## config.mk

```make
export PLATFORM = sky130hd
export DESIGN_NAME = button_go_ctrl
export DESIGN_NICKNAME = d
export VERILOG_FILES = /design/src/rtl/button_go_ctrl.sv
export SDC_FILE = /design/constraint.sdc
export NUM_CORES = 1
export LEC_CHECK = 0
export CAP_MARGIN = 20
export CORE_MARGIN = 1.5
export CORE_UTILIZATION = 52
export DETAILED_ROUTE_END_ITERATION = 8
export GPL_ROUTABILITY_DRIVEN = 0
export GPL_TIMING_DRIVEN = 0
export PLACE_DENSITY = 0.87
export SLEW_MARGIN = 20
export SYNTH_ARGS = -nofsm -noshare
export SYNTH_HDL_FRONTEND = slang
export SYNTH_SLANG_ARGS = --single-unit
export TNS_END_PERCENT = 10
```

## constraint.sdc

```tcl
create_clock -name clk -period 2.6 [get_ports clk]
set_clock_uncertainty 0.2 [all_clocks]
set_input_delay 0.26 -clock clk [delete_from_list [all_inputs] [get_ports clk]]
set_output_delay 0.26 -clock clk [all_outputs]
set_load 0.01 [all_outputs]
```

## src/rtl/button_go_ctrl.sv

```systemverilog
// Push-button front end: synchroniser, press/release debounce and a one-shot go pulse to a downstream counter FSM.
// Optional: define BUTTON_GO_CTRL_TIMEOUT_EN to add a WAIT_DONE watchdog that drives a one-cycle timeout pulse.
module button_go_ctrl #(
  parameter int SYNC_STAGES     = 2,
  parameter int DEBOUNCE_CYCLES = 16,
  parameter int TIMEOUT_CYCLES  = 1024
) (
  input  logic       clk,
  input  logic       rst,
  input  logic       btn,
  input  logic       done,
  output logic       go,
  output logic       busy,
  output logic [7:0] press_count,
  output logic       timeout
);

  localparam int               CNT_W    = $clog2(DEBOUNCE_CYCLES + 1);
  localparam logic [CNT_W-1:0] CNT_LAST = CNT_W'(DEBOUNCE_CYCLES - 1);

  typedef enum logic [2:0] {
    IDLE,
    DEBOUNCE,
    FIRE,
    WAIT_DONE,
    WAIT_RELEASE
  } state_t;

  generate
    if (SYNC_STAGES < 2 || DEBOUNCE_CYCLES < 1 || TIMEOUT_CYCLES < 1) begin : g_bad_params
      $error("button_go_ctrl: SYNC_STAGES must be >= 2, DEBOUNCE_CYCLES and TIMEOUT_CYCLES >= 1");
    end
  endgenerate

  logic [SYNC_STAGES-1:0] sync_q;
  logic                   btn_s;
  state_t                 state_q, state_d;
  logic [CNT_W-1:0]       cnt_q, cnt_d;

  // btn is asynchronous; only the last stage of this chain is ever looked at.
  // NOTE: sequential state uses non-blocking assignments so every flop samples pre-edge values.
  always_ff @(posedge clk or posedge rst) begin
    if (rst) begin
      sync_q <= '0;
    end else begin
      sync_q <= {sync_q[SYNC_STAGES-2:0], btn};
    end
  end

  assign btn_s = sync_q[SYNC_STAGES-1];

`ifdef BUTTON_GO_CTRL_TIMEOUT_EN
  localparam int WD_W = $clog2(TIMEOUT_CYCLES + 1);

  logic [WD_W-1:0] wd_q;
  logic            wd_hit;
  logic            expire;
  logic            timeout_q;

  assign wd_hit = (wd_q == WD_W'(TIMEOUT_CYCLES - 1));

  // Counts only while in WAIT_DONE, so it is already zero when the state is entered.
  always_ff @(posedge clk or posedge rst) begin
    if (rst) begin
      wd_q      <= '0;
      timeout_q <= 1'b0;
    end else begin
      timeout_q <= expire;
      if (state_q != WAIT_DONE) begin
        wd_q <= '0;
      end else if (!wd_hit) begin
        wd_q <= wd_q + WD_W'(1);
      end
    end
  end

  assign timeout = timeout_q;
`else
  assign timeout = 1'b0;
`endif

  always_ff @(posedge clk or posedge rst) begin
    if (rst) begin
      state_q <= IDLE;
      cnt_q   <= '0;
    end else begin
      state_q <= state_d;
      cnt_q   <= cnt_d;
    end
  end

  // NOTE: every combinational output gets a default first so no path can infer a latch.
  always_comb begin
    state_d = state_q;
    cnt_d   = cnt_q;
`ifdef BUTTON_GO_CTRL_TIMEOUT_EN
    expire  = 1'b0;
`endif
    case (state_q)
      IDLE: begin
        if (btn_s) begin
          state_d = DEBOUNCE;
          cnt_d   = '0;
        end
      end
      DEBOUNCE: begin
        if (!btn_s) begin
          state_d = IDLE;
        end else if (cnt_q == CNT_LAST) begin
          state_d = FIRE;
        end else begin
          cnt_d = cnt_q + CNT_W'(1);
        end
      end
      FIRE: begin
        state_d = WAIT_DONE;
      end
      WAIT_DONE: begin
        // done wins over a simultaneous watchdog expiry.
        if (done) begin
          state_d = WAIT_RELEASE;
          cnt_d   = '0;
        end
`ifdef BUTTON_GO_CTRL_TIMEOUT_EN
        else if (wd_hit) begin
          state_d = WAIT_RELEASE;
          cnt_d   = '0;
          expire  = 1'b1;
        end
`endif
      end
      WAIT_RELEASE: begin
        // A new press is only armed after a fully debounced release.
        if (btn_s) begin
          cnt_d = '0;
        end else if (cnt_q == CNT_LAST) begin
          state_d = IDLE;
        end else begin
          cnt_d = cnt_q + CNT_W'(1);
        end
      end
      default: begin
        state_d = IDLE;
        cnt_d   = '0;
      end
    endcase
  end

  always_ff @(posedge clk or posedge rst) begin
    if (rst) begin
      press_count <= 8'd0;
    end else if (state_q == FIRE) begin
      press_count <= press_count + 8'd1;
    end
  end

  assign go   = (state_q == FIRE);
  assign busy = (state_q == FIRE) || (state_q == WAIT_DONE);

endmodule
```

==> impl_metrics.env <==
export IMPL_crit_path_max_fanout=10
export IMPL_period_share_pct=90.2
export IMPL_synth_top_area_share_pct=48.4
export IMPL_vdd_ir_drop_max_mv=0.444
export IMPL_ys_top_cells_by_area="dfrtp_1 (48%), xnor2_1 (5.6%), nand4_1 (4.7%)"
export IMPL_ant_nets=0
export IMPL_areaGrowthSynthToFinish_pct=21.2
export IMPL_finalSetupTns_ps=0
export IMPL_hold_class="input pin to async pin"
export IMPL_drv_slew=0
export IMPL_syn_instance_count=83
export IMPL_synthTopCellsByCount="dfrtp_1 (18), nand4_1 (7), xnor2_1 (6), and3_1 (5), nand2_1 (4)"
export IMPL_worstMarginPinSlew_ps=676
export IMPL_max_slew_margin_pct=54.9
export IMPL_setup_viol=0
export IMPL_fp_dieArea_um2=2050
export IMPL_cts_tree="done"
export IMPL_placement_rows=15
export IMPL_yosysMostFrequentCell="dfrtp_1"
export IMPL_cap_violations=0
export IMPL_grt_max_degree=19
export IMPL_final_area_um2=1130
export IMPL_critPathKind="flip-flop to output port"
export IMPL_io_buffers=13
export IMPL_track_usage_pct=20.1
export IMPL_drive_above_1_share_pct=11.0
export IMPL_fmax_ghz=0.426
export IMPL_dpl_cell_area_um2=1090
export IMPL_numCtsBuffers=3
export IMPL_cp_start_kind="flip-flop"
export IMPL_num_vias=697
export IMPL_first_iter_violations=22
export IMPL_post_route_min_period_ps=2340
export IMPL_drtPass1Iterations=4
export IMPL_yosysSeqAreaShare_pct=48.4
export IMPL_reg2reg_from="state_q[0]"
export IMPL_grt_overflow=0
export IMPL_drc_errors=0
export IMPL_ctsResizeCount=0
export IMPL_worstPathArrival_ps=1880
export IMPL_antenna_found_initial=0
export IMPL_grt_first_pass_wirelength_mm=2.88
export IMPL_initial_core_util_pct=54.5
export IMPL_ys_ff_latch=18
export IMPL_rsz0062_at_grt="no"
export IMPL_clk_pin_slew_ps=110
export IMPL_hold_viol=0
export IMPL_core_area_um2=1710
export IMPL_layout_nets=107
export IMPL_fill_cells=135
export IMPL_clock_sinks=18
export IMPL_hpwl_mm=1.27
export IMPL_startpoint="state_q[1]"
export IMPL_async_flop_share_pct=100
export IMPL_grt_pass1_vias=633
export IMPL_cp_data_required_time_ps=2140
export IMPL_h_tree_depth=1
export IMPL_powerDensity_nw_per_um2=491
export IMPL_status="finished, final reports clean"
export IMPL_p_leak_uw=0.000519
export IMPL_yosysUniqueCellTypes=35
export IMPL_syn_area_um2=931
export IMPL_clockBufferDepth=2
export IMPL_cts_root_buf="clkbuf_4"
export IMPL_routedWlPerCell_um=14.4
export IMPL_synthesis_nets=89
export IMPL_setup_slack_ps=255
export IMPL_synth_area_per_cell_um2=11.2
export IMPL_synth_flop_cell="dfrtp_1"
export IMPL_die_h_um=45.3
export IMPL_cts_setup_buffers=0
export IMPL_synth_edff_count=0
export IMPL_cts_hold_buf=0
export IMPL_ios=15
export IMPL_post_synth_top_area_cell="dfrtp_1"
export IMPL_place_ws_ps=581
export IMPL_post_drt_via_cell_ratio=5.58
export IMPL_ys_warn_count=0
export IMPL_insertion_delay_ps=290
export IMPL_diodes=0
export IMPL_fp_dieW_um=45.3
export IMPL_end_kind="output port"
export IMPL_wirelength_mm=1.80
==> per-layer routing <==
layer	GRT usage [%]	wire, µm	vias to the layer above
li1	-	-	340
met1	28.5	824	333
met2	31.1	873	22
met3	3.60	85	2
met4	7.06	15	0
met5	0	0	-
==> power breakdown <==
part           switching, µW  total, µW  internal, µW  leakage (µW)
combinational           35.6       68.0          32.4      0.000256
clock                   89.5        175          85.2     0.0000210
sequential              16.3        311           295      0.000241
==> critical path, cell delays in order, from the launching register on <==
cell and delay, ps:
dfrtp_1 450, buf_6 160, nor3b_4 370, clkdlybuf4s50_1 610
==> layout by cell type, fill, tap and decap left out, drive strengths merged, types with 2 or more instances in the layout <==
| master | n |
|---|---|
| nand3 | 2 |
| a32oi | 3 |
| ha | 2 |
| nand2b | 3 |
| nand4b | 2 |
| xnor2 | 6 |
| and3 | 5 |
| buf | 4 |
| clkdlybuf4s50 | 13 |
| nor2 | 3 |
| nand4 | 7 |
| clkbuf | 4 |
| nand2 | 4 |
| dfrtp | 18 |
| mux2i | 2 |
| o21ai | 3 |
==> cell families (layout without fill, tap and decap cells) <==
logic type	after synthesis	in the layout	synth area share, %
AOI/OAI and AO/OA	13	13	10.6
xor gates and xnor gates	7	7	6.59
adders and majority gates	2	2	2.69
buffers and inverters	5	22	3.49
DFF	18	18	48.4
muxes	3	3	3.36
other	1	1	0.403
and+or+nand+nor	34	34	24.5
==> flip-flops by register name (all words and copies together) (netlist names) <==
register,flops
sync_q,2
press_count,8
state_q,3
cnt_q,5
==> final timing paths <==
kind | to | slack [ps] | depth (start not counted)
worst max-delay path | go | 260 | 3
worst min-delay path | cnt_q[4] | 150 | 2
worst max register to register | cnt_q[4] | 910 | 4
worst min register to register | sync_q[1] | 170 | 0
max in group asynchronous | press_count[6] | 1610 | 2
min in group clk | sync_q[1] | 170 | 0
==> cell type report <==
class                           instances  area, µm²  area share, %
Sequential cell                        18        450           39.9
Multi-Input combinational cell         60        448           39.7
Timing Repair Buffer                   13        130           11.5
Clock buffer                            4       36.3           3.22
Tap cell                               25       31.3           2.77
Buffer                                  4       28.8           2.55
Inverter                                1       3.75          0.333
==> through the flow <==
step / total power [µW] / util [%] / hold WS (ps) / cells
floorplan: 361 / - / -1.43 / 83
detailed placement: 381 / 64.0 / 139 / 121
global placement: 376 / 64.0 / 135 / 121
CTS: 556 / 66.1 / 168 / 125
finish: 554 / 66.1 / 148 / 125
global route: 578 / 66.1 / 171 / 125
No activity file was read; power rests on OpenSTA's default activity.
